File: config.mk
export PLATFORM = sky130hd
export DESIGN_NAME = bf_run_coalescer
export DESIGN_NICKNAME = d
export VERILOG_FILES = /design/src/rtl/bf_pkg.sv /design/src/rtl/bf_cmd_classify.sv /design/src/rtl/bf_run_coalescer.sv
export SDC_FILE = /design/constraint.sdc
export NUM_CORES = 1
export LEC_CHECK = 0
export BUFFER_PORTS_ARGS = -buffer_cell sky130_fd_sc_hd__buf_2
export CAP_MARGIN = 20
export CORE_MARGIN = 2
export CORE_UTILIZATION = 54
export CTS_BUF_LIST = sky130_fd_sc_hd__clkbuf_16
export DETAILED_ROUTE_END_ITERATION = 16
export PLACE_DENSITY = 0.82
export SYNTH_ARGS = -nofsm -noshare
export SYNTH_HDL_FRONTEND = slang
export SYNTH_HIERARCHICAL = 1
export SYNTH_SLANG_ARGS = --single-unit
export TNS_END_PERCENT = 50
File: constraint.sdc
create_clock -name clk -period 4.2 [get_ports clk]
set_input_delay 0.21 -clock clk [delete_from_list [all_inputs] [get_ports clk]]
set_output_delay 0.21 -clock clk [all_outputs]
set_load 0.02 [all_outputs]
File: src/rtl/bf_pkg.sv
// bf_pkg: shared types and ASCII command constants for the Brainfuck front-end.
`default_nettype none

package bf_pkg;

   typedef enum logic [1:0] {
      OP_CELL = 2'd0,
      OP_PTR  = 2'd1,
      OP_PASS = 2'd2
   } op_kind_t;

   typedef enum logic [1:0] {
      CLS_CELL    = 2'd0,
      CLS_PTR     = 2'd1,
      CLS_PASS    = 2'd2,
      CLS_COMMENT = 2'd3
   } cmd_class_t;

   localparam logic [7:0] CH_INC        = 8'h2B;  // +
   localparam logic [7:0] CH_DEC        = 8'h2D;  // -
   localparam logic [7:0] CH_RIGHT      = 8'h3E;  // >
   localparam logic [7:0] CH_LEFT       = 8'h3C;  // <
   localparam logic [7:0] CH_LOOP_OPEN  = 8'h5B;  // [
   localparam logic [7:0] CH_LOOP_CLOSE = 8'h5D;  // ]
   localparam logic [7:0] CH_OUT        = 8'h2E;  // .
   localparam logic [7:0] CH_IN         = 8'h2C;  // ,

   function automatic op_kind_t run_kind_of(input cmd_class_t cls);
      return (cls == CLS_PTR) ? OP_PTR : OP_CELL;
   endfunction

endpackage

`default_nettype wire

File: src/rtl/bf_cmd_classify.sv
// bf_cmd_classify: maps a command byte to its class and direction (neg=1 for '-' and '<').
`default_nettype none

module bf_cmd_classify
   import bf_pkg::*;
(
   input  logic [7:0] data,
   output cmd_class_t cls,
   output logic       neg
);

   always_comb begin
      cls = CLS_COMMENT;
      neg = 1'b0;
      case (data)
         CH_INC:   cls = CLS_CELL;
         CH_DEC:   begin cls = CLS_CELL; neg = 1'b1; end
         CH_RIGHT: cls = CLS_PTR;
         CH_LEFT:  begin cls = CLS_PTR;  neg = 1'b1; end
         CH_LOOP_OPEN, CH_LOOP_CLOSE, CH_OUT, CH_IN: cls = CLS_PASS;
         default:  ;
      endcase
   end

endmodule

`default_nettype wire

File: src/rtl/bf_run_coalescer.sv
// bf_run_coalescer: collapses +/- and >/< runs into signed magnitude ops; other commands pass through.
// Optional BF_ZERO_DROP_EN: runs that net to zero are dropped instead of emitted.
`default_nettype none

module bf_run_coalescer
   import bf_pkg::*;
#(
   parameter int              DW      = 16,
   parameter logic [DW-1:0]   MAX_RUN = 16'hFFFF
) (
   input  logic          clk,
   input  logic          rst_n,
   input  logic          cmd_valid,
   output logic          cmd_ready,
   input  logic [7:0]    cmd_data,
   input  logic          flush,
   output logic          op_valid,
   input  logic          op_ready,
   output op_kind_t      op_kind,
   output logic [DW-1:0] op_mag,
   output logic          op_sub,
   output logic [7:0]    op_cmd
);

   localparam logic [1:0] S_IDLE      = 2'd0;
   localparam logic [1:0] S_ACC       = 2'd1;
   localparam logic [1:0] S_EMIT_RUN  = 2'd2;
   localparam logic [1:0] S_EMIT_PASS = 2'd3;

   localparam logic [DW-1:0] MAG_ONE = {{(DW-1){1'b0}}, 1'b1};

`ifdef BF_ZERO_DROP_EN
   localparam bit ZERO_DROP = 1'b1;
`else
   localparam bit ZERO_DROP = 1'b0;
`endif

   logic [1:0]       state;
   logic [1:0]       state_nxt;
   logic signed [DW:0] net;
   logic signed [DW:0] net_step;
   logic signed [DW:0] net_upd;
   logic [DW-1:0]    mag_upd;
   op_kind_t         run_kind;
   cmd_class_t       cls;
   logic             neg;
   logic             is_run;
   logic             same_cls;
   logic             accept;
   logic             step_en;
   logic             sat;

   bf_cmd_classify u_classify (
      .data (cmd_data),
      .cls  (cls),
      .neg  (neg)
   );

   assign is_run   = (cls == CLS_CELL) || (cls == CLS_PTR);
   assign same_cls = is_run && (run_kind_of(cls) == run_kind);
   assign accept   = cmd_valid && cmd_ready;
   assign step_en  = accept && (((state == S_IDLE) && is_run) || ((state == S_ACC) && same_cls));
   assign net_step = neg ? '1 : {{DW{1'b0}}, 1'b1};
   assign net_upd  = step_en ? (net + net_step) : net;
   // |net| never exceeds MAX_RUN, so the low DW bits of the negation are the magnitude.
   assign mag_upd  = net_upd[DW] ? (~net_upd[DW-1:0] + MAG_ONE) : net_upd[DW-1:0];
   assign sat      = step_en && (mag_upd == MAX_RUN);

   always_ff @(posedge clk or negedge rst_n) begin
      if (!rst_n) state <= S_IDLE;
      else        state <= state_nxt;
   end

   always_comb begin
      state_nxt = state;
      case (state)
         S_IDLE: begin
            if (cmd_valid) begin
               if (is_run)                state_nxt = sat ? S_EMIT_RUN : S_ACC;
               else if (cls == CLS_PASS)  state_nxt = S_EMIT_PASS;
            end
         end
         S_ACC: begin
            if (sat)
               state_nxt = S_EMIT_RUN;
            else if (flush || (cmd_valid && !cmd_ready))
               state_nxt = (ZERO_DROP && (net == '0)) ? S_IDLE : S_EMIT_RUN;
         end
         S_EMIT_RUN, S_EMIT_PASS: begin
            if (op_ready) state_nxt = S_IDLE;
         end
         default: state_nxt = S_IDLE;
      endcase
   end

   always_comb begin
      cmd_ready = 1'b0;
      case (state)
         S_IDLE:  cmd_ready = 1'b1;
         S_ACC:   cmd_ready = !flush && (same_cls || (cls == CLS_COMMENT));
         default: cmd_ready = 1'b0;
      endcase
   end

   // Op fields load only on entry to an emit state so they hold steady under backpressure.
   always_ff @(posedge clk or negedge rst_n) begin
      if (!rst_n) begin
         net      <= '0;
         run_kind <= OP_CELL;
         op_valid <= 1'b0;
         op_kind  <= OP_CELL;
         op_mag   <= '0;
         op_sub   <= 1'b0;
         op_cmd   <= '0;
      end else begin
         op_valid <= (state_nxt == S_EMIT_RUN) || (state_nxt == S_EMIT_PASS);
         if ((state == S_IDLE) && accept && is_run)
            run_kind <= run_kind_of(cls);
         if ((state == S_EMIT_RUN) && op_ready)
            net <= '0;
         else
            net <= net_upd;
         if ((state != S_EMIT_RUN) && (state_nxt == S_EMIT_RUN)) begin
            op_kind <= (state == S_IDLE) ? run_kind_of(cls) : run_kind;
            op_mag  <= mag_upd;
            op_sub  <= net_upd[DW];
            op_cmd  <= '0;
         end else if ((state != S_EMIT_PASS) && (state_nxt == S_EMIT_PASS)) begin
            op_kind <= OP_PASS;
            op_mag  <= '0;
            op_sub  <= 1'b0;
            op_cmd  <= cmd_data;
         end
      end
   end

endmodule

`default_nettype wire

==> results of run 1 <==
==> cell usage after synthesis, drive strengths merged (6+ instances only) <==
cell type and number:
dfrtp 48, nor2 41, nand2 34, a21oi 31, o21ai 20, inv 19
xnor2 18, ha 16, buf 13, o2bb2ai 12, nor3 11, xor2 11
a31oi 10, mux2i 10, a22o 8, and3 8, clkbuf 8, nand3 7
a211oi 6, a21o 6, o21a 6
==> metal layers <==
| layer | up-vias | wire (um) | GRT usage (%) |
|---|---|---|---|
| met1 | 2338 | 6195 | 45.68 |
| li1 | 1984 | - | - |
| met4 | 0 | 1391 | 16.15 |
| met3 | 181 | 2164 | 7.110 |
| met5 | - | 0 | 0 |
| met2 | 543 | 7706 | 60.20 |
==> per-stage QoR <==
| step | hold slack, ns | utilization, % |
|---|---|---|
| 6_report | 0.2382 | 80.30 |
| 5_1_grt | 0.2431 | 80.30 |
| 4_1_cts | 0.1473 | 75.90 |
| 3_5_place_dp | 0.4516 | 71.16 |
| 3_3_place_gp | 0.4494 | 71.16 |
| 2_1_floorplan | -0.08559 | - |
==> worst register-to-register path, delay by kind of cell, from the launching register on <==
kind,cells,cell delay [ns]
DFF,1,0.48
and+or+nand+nor,5,1.36
AOI/OAI and AO/OA,5,1.36
buffers and inverters,2,0.40
adders and majority gates,1,0.37
muxes,1,0.30
==> final timing paths <==
kind,start,slack (ns),cells past startpoint,endpoint
setup / recovery,cmd_data[7],-0.50,22,op_cmd[1]
hold / removal,cmd_data[7],0.24,3,op_cmd[7]
setup reg to reg,net[3],-0.18,14,op_cmd[1]
hold reg to reg,op_mag[6],0.50,1,op_mag[6]
max in group asynchronous,rst_n,3.38,3,op_mag[0]
min in group asynchronous,rst_n,0.31,2,net[2]
==> what timing repair did <==
| item | 4_1_cts | 5_1_grt |
|---|---|---|
| buffers inserted | 16 | 9 |
| pin swaps | 20 | 22 |
| setup endpoints to repair | 26 | 30 |
| hold endpoints to repair | 0 | 7 |
| hold buffers | 0 | 1 |
| resized for setup | 19 | 40 |
==> area by class of cell <==
cell class                 count  area (um2)  area share [%]
clock inverter                 2       12.51          0.2172
sequential                    48        1201           20.85
tap                           99       123.9           2.150
inverter                      19       71.32           1.238
clock buffer                   5       125.1           2.172
multi-input combinational    350        2869           49.79
timing repair buffer         180        1359           23.58
==> flip-flops by register name, summed over array words and instances (netlist names) <==
register / flops
net: 17
op_cmd: 8
op_kind: 2
op_mag: 16
op_sub: 1
op_valid: 1
run_kind: 1
state: 2
==> kinds of logic after synthesis <==
family / after synthesis / synth area share [%]
AOI/OAI and AO/OA: 145 / 29.17
xor gates and xnor gates: 29 / 6.633
adders and majority gates: 17 / 5.585
buffers and inverters: 40 / 4.824
DFF: 48 / 30.47
muxes: 13 / 3.396
and+or+nand+nor: 146 / 19.93
==> power breakdown <==
group	switching [mW]	internal (mW)
logic	0.424	0.356
registers	0.0638	0.525
clock network	0.193	0.217
==> key figures, run 1 <==
CTS
  • CTS tree: yes
  • H-Tree Level Count: 2
  • Clock slew at reported path FFs: 0.07 ns
  • TritonCTS Sinks: 48
  • Root cell of the clock tree: clkbuf_16
  • Clock buffer depth: 2
  • TritonCTS Buffers: 5
  • Worst skew pair latency: 0.30 ns

Final layout
  • Antenna Cells: 0
  • Nets: 634
  • Area growth, synth to finish: 46.14%
  • Layout cells sized above 1: 41.72%
  • Most common cell after layout, fill and taps aside: buf_4
  • Fillcell total: 343
  • Post-route cell area: ~5800 um2
  • Non-filler cells, final: 703
  • Most frequent cells in the layout: buf_4 (123), dfrtp_1 (48), nor2_1 (39), buf_2 (39), nand2_1 (32)

Timing
  • Max Slew Vio Count: 0
  • Final min period: 4.696 ns
  • Fmax: 0.2130 GHz
  • Sum Neg Setup Slack: -12.41 ns
  • Final hold vios: 0
  • Slew margin rel.: 21.56%
  • Final clock skew: approximately 0.0066 ns
  • Final critical-path share of the clock period: 111.8%
  • Min setup slack post-route: -0.4956 ns
  • Worst-Margin Slew: roughly 1.2 ns
  • Final setup viols: 30
  • RSZ-0062 raised after global routing: yes

Worst setup path
  • Crit-path leading delay family: simple AND/OR/NAND/NOR gates
  • Setup crit start kind: input pin
  • Most Frequent Cell on Critical Path: buf_4
  • Slowest stage delay, CP: 0.41 ns
  • Worst Path Buf+Inv: 7
  • Crit path kind: in2reg
  • CP arrival: 4.88 ns
  • Setup crit end kind: flip-flop
  • Critical Path RT: 4.39 ns
  • Crit-path max FO: 9
  • Cells along the critical path: buf_6 -> and4bb_2 -> nand2_1 -> nor3_4 -> buf_6 -> buf_4 -> buf_12 -> ha_1 -> buf_4 -> nand2_1 -> o21a_1 -> o211ai_1 -> a21oi_2 -> mux2i_2 -> xnor2_2 -> mux2i_1 -> nand4_1 -> nor4_4 -> buf_4 -> nor2_4 -> buf_12 -> a22o_4
  • CP max-delay cell: nor4_4

GRT
  • Vias in the first global route: 4516
  • Initial antenna violation count: 0
  • GRT Util Overall: 36.22%
  • Total gr overflow: 0
  • First-pass GRT wire length: ~22 mm
  • Largest net degree at the start of global routing: 49

Yosys
  • Most common flop cell mapped by yosys: dfrtp_1
  • Post-Synthesis Cell Area: 3943 um2
  • Area contributors post-synth: dfrtp_1 (30%), ha_1 (5.1%), a21oi_1 (3.9%)
  • EDFF count, synth: 0
  • Synth unique cells: 74
  • Yosys Warn Count: 6
  • Post-synth top area share: 30.47%
  • Register area share after synthesis: a little under a third
  • Synth Instances: ~440
  • Syn Area/Cell: 9.001 um2
  • Seq cells post-synth: 48
  • Cell taking the most area after synthesis: dfrtp_1
  • Post-Syn Nets: 468
  • Async set-reset flop share out of synthesis: between 90% and 100%

Detailed routing
  • Antenna-violating nets left: 0
  • WL/cell: around 25 um
  • Pre-Repair DR Iteration Count: 5
  • DRT iter0 DRCs: 702
  • Via density: 7.178
  • DRC Markers: 0
  • WL final: 17.46 mm
  • DR vias: 5046

Pwr
  • PnR Total Power: between 1.5 and 2 mW
  • P_leak: 2.678 nW
  • Power density over the cells: ~310 nW/um2
  • Worst vdd ir: 0.0004997 V

Placement
  • Final GP Congestion: 0.9441
  • Hpwl dp: 8.926 mm
  • I/O Buffers: a little over 40
  • Placed cell area: 5106 um2
  • Cells after DPL: approximately 670
  • DP Worst Slack: -0.3913 ns

Floorplan
  • Rows: 31
  • Die W: 89.45 um
  • Die ar.: 8000 um2
  • Initial core utilization: 54.94%
  • Core region area: approximately 7200 um2
  • I/O pin cnt: between 40 and 50
  • Vert. Die Dim: 89.45 um

Job
  • Max Cap Viol: 0

Worst hold path
  • Hold WC Path Type: in2reg

Run status
  • Status: finished, violations left
  • Failing checks: setup timing
Note: power is estimated with default switching activity, not from simulation.
==> run 2: changes to the inputs <==
--- a/config.mk
+++ b/config.mk
@@ -12,6 +12,7 @@
 export CTS_BUF_LIST = sky130_fd_sc_hd__clkbuf_16
 export DETAILED_ROUTE_END_ITERATION = 16
 export PLACE_DENSITY = 0.82
+export RECOVER_POWER = 50
 export SYNTH_ARGS = -nofsm -noshare
 export SYNTH_HDL_FRONTEND = slang
 export SYNTH_HIERARCHICAL = 1
==> run 2 against run 1 <==
Against the previous run:
- the flow finishes with violations (capacitance limit, slew limit, setup timing)
- total power down 0.18%
- critical path type unchanged
- critical path depth did not move
- largest power group unchanged
- sequential share of layout area increased by 0.064 points
- clock power about the same
- combinational power fell by 0.6%
- largest cell class unchanged
- utilization down 0.24 points
- worst setup slack lost 0.046 ns
==> key figures, run 2 (same netlist as run 1, synthesis figures left out) <==
Run status
  • Status: finished, violations left
  • Failing checks: capacitance limit, slew limit, setup timing

Placement
  • DP Worst Slack: -0.3913 ns (unchanged)
  • I/O Buffers: 41 (unchanged)
  • Placed cell area: 5106 um2 (unchanged)
  • Hpwl dp: 8.926 mm (unchanged)
  • Final GP Congestion: 0.9441 (unchanged)

Floorplan
  • Initial core utilization: 54.94% (unchanged)
  • Die ar.: 8000 um2 (unchanged)
  • Die W: 89.45 um (unchanged)
  • Rows: 31 (unchanged)
  • I/O pin cnt: 42 (unchanged)
  • Vert. Die Dim: 89.45 um (unchanged)
  • Core region area: 7176 um2 (unchanged)

CTS
  • H-Tree Level Count: 2 (unchanged)
  • Worst skew pair latency: 0.30 ns (about the same)
  • CTS tree: yes
  • Clock slew at reported path FFs: 0.07 ns (about the same)
  • TritonCTS Sinks: 48 (unchanged)
  • Clock buffer depth: 2 (unchanged)
  • TritonCTS Buffers: 5 (unchanged)
  • Root cell of the clock tree: clkbuf_16

Pwr
  • Pint: 1.096 mW (-0.17%)
  • Clock power frac: 23.1% (about the same)
  • Sw frac: 38.27% (about the same)
  • Worst vdd ir: 0.0004975 V (-0.42%)
  • Logic pwr share: 43.7% (-0.2 points)
  • Sw Pwr: 0.6795 mW (-0.21%)
  • P_leak: 2.667 nW (-0.41%)
  • Seq pwr share: 33.2% (about the same)
  • Power density over the cells: 309.1 nW/um2 (+0.12%)

Timing
  • Final hold vios: 0 (unchanged)
  • Max Slew Vio Count: 42 (+42)
  • Fmax: 0.2109 GHz (-0.98%)
  • Final critical-path share of the clock period: 112.9% (+1.1 points)
  • RSZ-0062 raised after global routing: yes
  • Final clock skew: 0.007739 ns (+0.001145 ns)
  • Worst-Margin Slew: 2.322 ns (+1.146 ns)
  • Final min period: 4.742 ns (+0.04646 ns)
  • Min setup slack post-route: -0.5421 ns (-0.04646 ns)
  • Sum Neg Setup Slack: -13.73 ns (-1.314 ns)
  • Final setup viols: 30 (unchanged)
  • Slew margin rel.: -54.83% (-76 points)

Worst hold path
  • Hold WC Path Type: in2reg
  • Hold path cells: 3 (unchanged)

Job
  • Max Cap Viol: 1 (+1)

Final layout
  • Max reg flops: 17 (unchanged)
  • Nets: 634 (unchanged)
  • Area growth, synth to finish: 45.70%
  • Antenna Cells: 0 (unchanged)
  • Most common cell after layout, fill and taps aside: buf_4
  • Post-route cell area: 5744 um2 (-0.30%)
  • Most frequent cells in the layout: buf_4 (123), dfrtp_1 (48), nor2_1 (39), buf_2 (38), nand2_1 (32)
  • Layout cells sized above 1: 41.39% (-0.33 points)
  • Biggest regs: net: 17 flops, op_mag: 16 flops, op_cmd: 8 flops
  • Largest register by flop count: net

GRT
  • Largest net degree at the start of global routing: 49 (unchanged)
  • Total gr overflow: 0 (unchanged)
  • Vias in the first global route: 4516 (unchanged)
  • GRT Util Overall: 36.22% (unchanged)
  • First-pass GRT wire length: 22.36 mm (unchanged)
  • Initial antenna violation count: 0 (unchanged)

Detailed routing
  • Via density: 7.162 (-0.22%)
  • DRT iter0 DRCs: 725 (+3.3%)
  • Antenna-violating nets left: 0 (unchanged)
  • WL final: 17.40 mm (-0.33%)
  • DRC Markers: 0 (unchanged)
  • DR vias: 5035 (-0.22%)
  • Pre-Repair DR Iteration Count: 6 (+1)
  • WL/cell: 24.75 um (-0.33%)

Worst setup path
  • Crit path kind: in2reg
  • Critical Path RT: 4.39 ns (about the same)
  • Crit-path max FO: 9 (unchanged)
  • CP arrival: 4.93 ns (+0.05 ns)
  • Setup crit end kind: flip-flop
  • Reg2reg path depth: 15 (+1)
  • Setup crit start kind: input pin
## run 2: timing repair
action | in CTS | in global routing
endpoints found under the hold margin | 0 | 7
pin swaps | 20 | 22
gates resized for setup | 19 | 40
endpoints found under the setup margin | 26 | 30
setup buffers | 16 | 9
hold buffers | 0 | 1
## run 2: final cells by class
cell class / instances / area [um2]
clock buffers: 5 / 125.1
clock inverters: 2 / 12.51
fillers: 347 / 1431
inverters: 19 / 71.32
multi-input cells: 350 / 2869
flip-flops and latches: 48 / 1201
well taps: 99 / 123.9
repair buffers: 180 / 1341
## run 2: power groups by stage
| stage | clock network (mW) | logic [mW] | registers, mW |
|---|---|---|---|
| after global routing | 0.416 | 0.810 | 0.591 |
| final | 0.410 | 0.776 | 0.589 |
| after detailed placement | 0 | 0.582 | 0.575 |
| after floorplan | 0 | 0.293 | 0.634 |
| after CTS | 0.388 | 0.640 | 0.569 |
| after global placement | 0 | 0.565 | 0.573 |
## run 2: critical path, cell delays in order
cell and delay (ns):
buf_6 0.10, and4bb_2 0.32, nand2_1 0.10, nor3_4 0.27
buf_6 0.15, buf_4 0.14, buf_12 0.13, ha_1 0.27
buf_4 0.17, nand2_1 0.07, o21a_1 0.17, o211ai_1 0.18
a21oi_2 0.23, mux2i_2 0.38, xnor2_2 0.27, mux2i_1 0.41
nand4_1 0.23, nor4_4 0.42, buf_4 0.19, nor2_4 0.05
buf_12 0.20, a22o_4 0.24
## run 2: path summary, 6_finish.rpt
kind / from / endpoint / slack [ns]
setup / recovery: cmd_data[7] / op_cmd[1] / -0.54
hold / removal: cmd_data[7] / op_cmd[7] / 0.24
setup reg to reg: net[1] / op_cmd[1] / -0.24
hold reg to reg: op_mag[6] / op_mag[6] / 0.50
max in group asynchronous: rst_n / op_mag[12] / 1.25
min in group asynchronous: rst_n / net[2] / 0.39
## run 2: stage by stage
step	std cells	hold WS [ns]	util [%]	power (mW)
floorplan	438	-0.08559	-	0.9269
global placement	668	0.4494	71.16	1.138
detailed placement	668	0.4516	71.16	1.157
CTS	691	0.1473	75.90	1.597
global route	703	0.2431	80.05	1.818
finish	703	0.2381	80.05	1.776
## run 2: layer usage
layer	up-vias	routed length [um]	share of wire, %	global-route usage (%)
met5	-	0	0	0
met4	0	1337	7.7	16.15
met3	164	2247	13	7.110
met2	536	7737	44	60.20
met1	2358	6078	35	45.68
li1	1977	-	-	-
